## config.mk

```make
export PLATFORM = sky130hd
export DESIGN_NAME = ram_loader_ctrl
export DESIGN_NICKNAME = d
export VERILOG_FILES = /design/src/rtl/ram_loader_ctrl.sv
export SDC_FILE = /design/constraint.sdc
export NUM_CORES = 1
export LEC_CHECK = 0
export CAP_MARGIN = 10
export CORE_MARGIN = 3
export CORE_UTILIZATION = 49
export CTS_BUF_LIST = sky130_fd_sc_hd__clkbuf_8
export DETAILED_ROUTE_END_ITERATION = 6
export PLACE_DENSITY_LB_ADDON = 0.08
export REMOVE_ABC_BUFFERS = 1
export SETUP_SLACK_MARGIN = 0.2
export SLEW_MARGIN = 10
export SYNTH_ARGS = -nofsm -noshare
export SYNTH_HDL_FRONTEND = slang
export SYNTH_SLANG_ARGS = --single-unit
```

## constraint.sdc

```tcl
create_clock -name one_shot_clock -period 2.6 [get_ports one_shot_clock]
set_input_delay 0.52 -clock one_shot_clock [delete_from_list [all_inputs] [get_ports one_shot_clock]]
set_output_delay 0.52 -clock one_shot_clock [all_outputs]
set_load 0.01 [all_outputs]
```

## src/rtl/ram_loader_ctrl.sv

```systemverilog
// Bus-mastering RAM loader: holds the control unit, then writes a word stream through MAR/MDR.
// Define RAM_LOADER_VERIFY_EN to compile in read-back verification (VREAD/VCHECK).
module ram_loader_ctrl #(
    parameter int ADDR_W = 8,
    parameter int DATA_W = 16
) (
    input  logic              one_shot_clock,
    input  logic              reset,
    input  logic              start,
    input  logic              abort,
    input  logic [ADDR_W-1:0] base_addr,
    input  logic [ADDR_W:0]   word_count,
    input  logic              src_valid,
    input  logic [DATA_W-1:0] src_data,
    output logic              src_ready,
    input  logic              cpu_idle,
    output logic              cpu_hold,
    output logic [DATA_W-1:0] bus_drive,
    output logic              bus_drive_en,
    input  logic [DATA_W-1:0] bus_in,
    output logic              mar_in,
    output logic              mdr_in,
    output logic              ram_write,
    output logic              ram_read,
    output logic              mdr_out,
    output logic              busy,
    output logic              done,
    output logic              aborted,
    output logic              verify_err,
    output logic [ADDR_W:0]   words_written
);

    localparam int CNT_W = ADDR_W + 1;
    localparam logic [CNT_W-1:0] MAX_COUNT = CNT_W'(1) << ADDR_W;
    localparam logic [CNT_W-1:0] CNT_ONE   = CNT_W'(1);

    typedef enum logic [3:0] {
        IDLE,
        WAIT_BUS,
        ADDR,
        FETCH,
        DATA,
        WRITE,
        VREAD,
        VCHECK,
        FINISH
    } state_t;

    state_t            state, next_state;
    logic [ADDR_W-1:0] base_q;
    logic [CNT_W-1:0]  count_q;
    logic [CNT_W-1:0]  idx_q;
    logic [DATA_W-1:0] hold_q;
    logic [CNT_W-1:0]  words_written_q;
    logic              verify_err_q;
    logic              aborted_q;

    logic [CNT_W-1:0]  count_sat;
    logic [ADDR_W-1:0] cur_addr;
    logic              accept_start;
    logic              abort_taken;
    logic              last_word;
    logic              mismatch;

    // Counts above the RAM depth saturate so the loader never laps its own writes.
    assign count_sat    = (word_count > MAX_COUNT) ? MAX_COUNT : word_count;
    assign cur_addr     = base_q + idx_q[ADDR_W-1:0];
    assign accept_start = (state == IDLE) && start && !abort;
    // FINISH has already presented done, so an abort there is not reported a second time.
    assign abort_taken  = abort && (state != IDLE) && (state != FINISH);

`ifdef RAM_LOADER_VERIFY_EN
    assign mismatch = (bus_in != hold_q);
`else
    logic unused_bus_in;
    assign unused_bus_in = ^bus_in;
    assign mismatch      = 1'b0;
`endif

    always_ff @(posedge one_shot_clock) begin
        if (reset) begin
            state <= IDLE;
        end else begin
            state <= next_state;
        end
    end

    always_comb begin
        next_state = state;
        last_word  = 1'b0;
        unique case (state)
            IDLE: begin
                if (accept_start) begin
                    next_state = (count_sat == '0) ? FINISH : WAIT_BUS;
                end
            end
            WAIT_BUS: begin
                if (cpu_idle) begin
                    next_state = ADDR;
                end
            end
            ADDR:  next_state = FETCH;
            FETCH: begin
                if (src_valid) begin
                    next_state = DATA;
                end
            end
            DATA:  next_state = WRITE;
            WRITE: begin
`ifdef RAM_LOADER_VERIFY_EN
                next_state = VREAD;
`else
                last_word  = ((idx_q + CNT_ONE) == count_q);
                next_state = last_word ? FINISH : ADDR;
`endif
            end
            VREAD: next_state = VCHECK;
            VCHECK: begin
                // idx has already advanced in WRITE, so compare it directly.
                last_word  = (idx_q == count_q);
                next_state = (mismatch || last_word) ? FINISH : ADDR;
            end
            FINISH: next_state = IDLE;
            default: next_state = IDLE;
        endcase
        if (abort_taken) begin
            next_state = IDLE;
        end
    end

    always_ff @(posedge one_shot_clock) begin
        if (reset) begin
            base_q          <= '0;
            count_q         <= '0;
            idx_q           <= '0;
            hold_q          <= '0;
            words_written_q <= '0;
            verify_err_q    <= 1'b0;
            aborted_q       <= 1'b0;
        end else begin
            aborted_q <= abort_taken;
            if (accept_start) begin
                base_q          <= base_addr;
                count_q         <= count_sat;
                idx_q           <= '0;
                words_written_q <= '0;
                verify_err_q    <= 1'b0;
            end
            if ((state == FETCH) && src_valid && !abort) begin
                hold_q <= src_data;
            end
            // The write strobe is already on the bus this cycle, so it counts even under abort.
            if (state == WRITE) begin
                words_written_q <= words_written_q + CNT_ONE;
                idx_q           <= idx_q + CNT_ONE;
            end
            if ((state == VCHECK) && mismatch && !abort) begin
                verify_err_q <= 1'b1;
            end
        end
    end

    always_comb begin
        src_ready    = 1'b0;
        bus_drive    = '0;
        bus_drive_en = 1'b0;
        mar_in       = 1'b0;
        mdr_in       = 1'b0;
        ram_write    = 1'b0;
        ram_read     = 1'b0;
        mdr_out      = 1'b0;
        unique case (state)
            ADDR: begin
                bus_drive    = {{(DATA_W-ADDR_W){1'b0}}, cur_addr};
                bus_drive_en = 1'b1;
                mar_in       = 1'b1;
            end
            FETCH: src_ready = 1'b1;
            DATA: begin
                bus_drive    = hold_q;
                bus_drive_en = 1'b1;
                mdr_in       = 1'b1;
            end
            WRITE: ram_write = 1'b1;
`ifdef RAM_LOADER_VERIFY_EN
            VREAD:  ram_read = 1'b1;
            VCHECK: mdr_out  = 1'b1;
`endif
            default: begin
            end
        endcase
    end

    assign busy          = (state != IDLE);
    assign cpu_hold      = (state != IDLE);
    assign done          = (state == FINISH);
    assign aborted       = aborted_q;
    assign words_written = words_written_q;
`ifdef RAM_LOADER_VERIFY_EN
    assign verify_err    = verify_err_q;
`else
    assign verify_err    = 1'b0;
`endif

endmodule

```

==> impl_metrics.toml <==
[final_layout]
multi_input_area_um2 = 1890
syn2layout_area_growth_pct = 36.7
fin_nets = 548
drive_gt1_frac = 0.163
n_fill_cell = 478
stdcell_area_um2 = 4190
layout.cells.non_filler = 559
regArea_um2 = 1130
antennaDiodeCount = 0
layout_commonest_cell = "nand2_1"
final_cell_mix = "76 x nand2_1, 51 x clkdlybuf4s50_1, 50 x dfxtp_1"

[clock_tree]
clock_sinks = 56
clk_latency_ps = 320
root_buffer = "clkbuf_8"
cts-buffers-inserted = 5
ctsHtreeMaxLevel = 2
clk_pin_slew_ps = 100
cts_buffer_depth = 2
cts_tree = "done"

[die]
std_cell_rows = 28
core_area_um2 = 5990
fp.dieH_um = 85.1
die_area_um2 = 7240
start_util = 0.512
dieWidth_um = 85.1
num_io_pins = 92

[power_and_ir_drop]
p_int_mw = 1.35
share_clk_of_total_power = 0.350
ir_drop_uv = 329
pwr-share-seq = 0.495
p_leak_nw = 1.67
p_switching_mw = 0.452
switching_share = 0.251
p_comb_frac = 0.155
cellPowerDensity_nw_per_um2 = 430

[routing]
post-route-drc-count = 0
drt_iter0_markers = 138
vias_per_cell = 5.51
ant_nets = 0
first_pass_iters = 4
wl_per_cell_um = 14.9
via_count = 3082
wl_um = 8330

[critical_path]
r2r-start = "idx_q[1]"
crit_chain = "ha_4, inv_2, fa_2, nor2b_1, o21ai_1, a21boi_1, o21a_1, or3_1, a32o_1, buf_2"
reg2reg_slack_ps = 480
cp.depth = 10
r2r-end = "state[3]"
crit_start = "base_q[0]"
reg2reg_depth = 8
crit_slowest_cell = "dfxtp_2"
max_stage_delay_ps = 350
arrival_ps = 2290
worstPathMaxFanout = 2
cp.required_ps = 2080
crit_path_start_kind = "register"
cp_top_family = "compound AO/OA/AOI/OAI gates"
cp-end-kind = "primary output"
setup.worst_path.end = "bus_drive[6]"
crit_buf_inv = 2
path_class = "register to primary output"

[logic_synthesis]
async_flop_share = 0
avgSynthCellArea_um2 = 7.82
synth_cells = 392
ys.flop_type = "dfxtp_1"
synth_seq_area_share = 0.366
synth_warnings = 0
synth_edf_count = 0
ys_types = 55
syn_area_um2 = 3070
synth_seq_cells = 56

[placed_design]
dp_hpwl_um = 5880
gp_congestion = 0.908
placed_cell_area_um2 = 3950
dp.cells = 542
numPortBuffers = 72

[global_route]
top_usage_layer = "met2"
antenna_found_initial = 0
grt_pass1_vias = 2836
grt_max_degree = 27
grt_pass1_wl_um = 13400
met3_usage = 0.0476
use_met1 = 0.279
grt_use_met2 = 0.393
overflow = 0
grt_usage = 0.228

[timing]
hold_violations = 0
slew_viol_final = 0
setup_slack_ps = -207
skew_ps = 3.82
max_slew.worst_pin.slew_ps = 638
finalSetupViolCount = 2
relSlewSlack = 0.573
timing.fmax_ghz = 0.356
grt_setup_unrepaired = "true"
fin_crit_sh = 1.08
fin_crit_ps = 2810

[min_path]
worstHoldPathType = "register to register"
worstHoldPathCells = 2

[outcome]
status = "complete, but fails checks"
failed_checks = "negative setup slack"

[run]
cap_violations = 0
[cell families (layout without fill, tap and decap cells)]
logic type               Yosys count  in the layout  synth area share
AO/OA/AOI/OAI                     93             93             0.177
XOR/XNOR                          22             22            0.0677
adder cells (fa/ha/maj)           10             10            0.0432
buffers and inverters             31            121            0.0498
flip-flops                        56             56             0.366
multiplexers                       2              2           0.00653
other                              1              3           0.00122
AND/OR/NAND/NOR                  177            177             0.289
[cell usage after synthesis, drive strengths merged, types with 10 or more instances]
master | number | area (um^2)
nand2 | 76 | 285
and2 | 13 | 82.6
buf | 10 | 62.6
clkbuf | 13 | 60.1
a21oi | 49 | 245
xor2 | 12 | 105
nand3b | 10 | 75.1
nand3 | 13 | 65.1
nor2 | 23 | 88.8
o21ai | 16 | 80.1
dfxtp | 56 | 1120
[tightest hold or removal path, stage by stage, from the launching register on]
cell	delay, ps
dfxtp_1	320
nand2_1	50
a21oi_1	50
[cell type report]
class,instances,share of cell area
inverter,8,0.00716
sequential,56,0.269
timing repair buffer,105,0.221
clock buffer,7,0.0230
tap,75,0.0224
clock inverter,1,0.00716
multi-input combinational,307,0.450
[layer usage]
layer	wire, um	up-vias
li1	-	1539
met1	3500	1435
met2	4140	93
met3	520	15
met4	167	0
met5	0	-
[stage by stage]
stage               hold WS (ps)  setup WS (ps)  total power [mW]   util  setup TNS (ps)
global placement             437           -265              1.18  0.659            -454
detailed placement           444           -312              1.18  0.659            -596
finish                       455           -207              1.80  0.700            -383
global route                 477           -339              1.88  0.700            -724
floorplan                    426            162              1.03      -               0
CTS                          459           -203              1.81  0.695            -285
[worst min-delay path by stage]
stage	end	start
5_1_grt	hold_q[11]	hold_q[11]
3_3_place_gp	hold_q[15]	hold_q[15]
3_5_place_dp	hold_q[13]	hold_q[13]
2_1_floorplan	hold_q[10]	hold_q[10]
4_1_cts	hold_q[13]	hold_q[13]
6_report	hold_q[13]	hold_q[13]
[power groups by stage]
stage               sequential [mW]  combinational [mW]  clock (mW)
floorplan                     0.914               0.118           0
global placement              0.909               0.268           0
detailed placement            0.909               0.272           0
CTS                           0.892               0.273       0.640
global route                  0.896               0.302       0.684
finish                        0.893               0.279       0.631
[state kept, by name, indices dropped and copies added, names as in the netlist]
| register | cells |
|---|---|
| state | 4 |
| words_written | 9 |
| base_q | 8 |
| count_q | 9 |
| hold_q | 16 |
| idx_q | 9 |
| aborted | 1 |
[timing repair]
action	in CTS	in global routing
pin swaps	13	12
setup endpoints to repair	21	19
buffers inserted	7	1
cloned	1	0
gates resized for setup	64	13
hold buffers	0	0
Power figures use the tool's default switching activity.
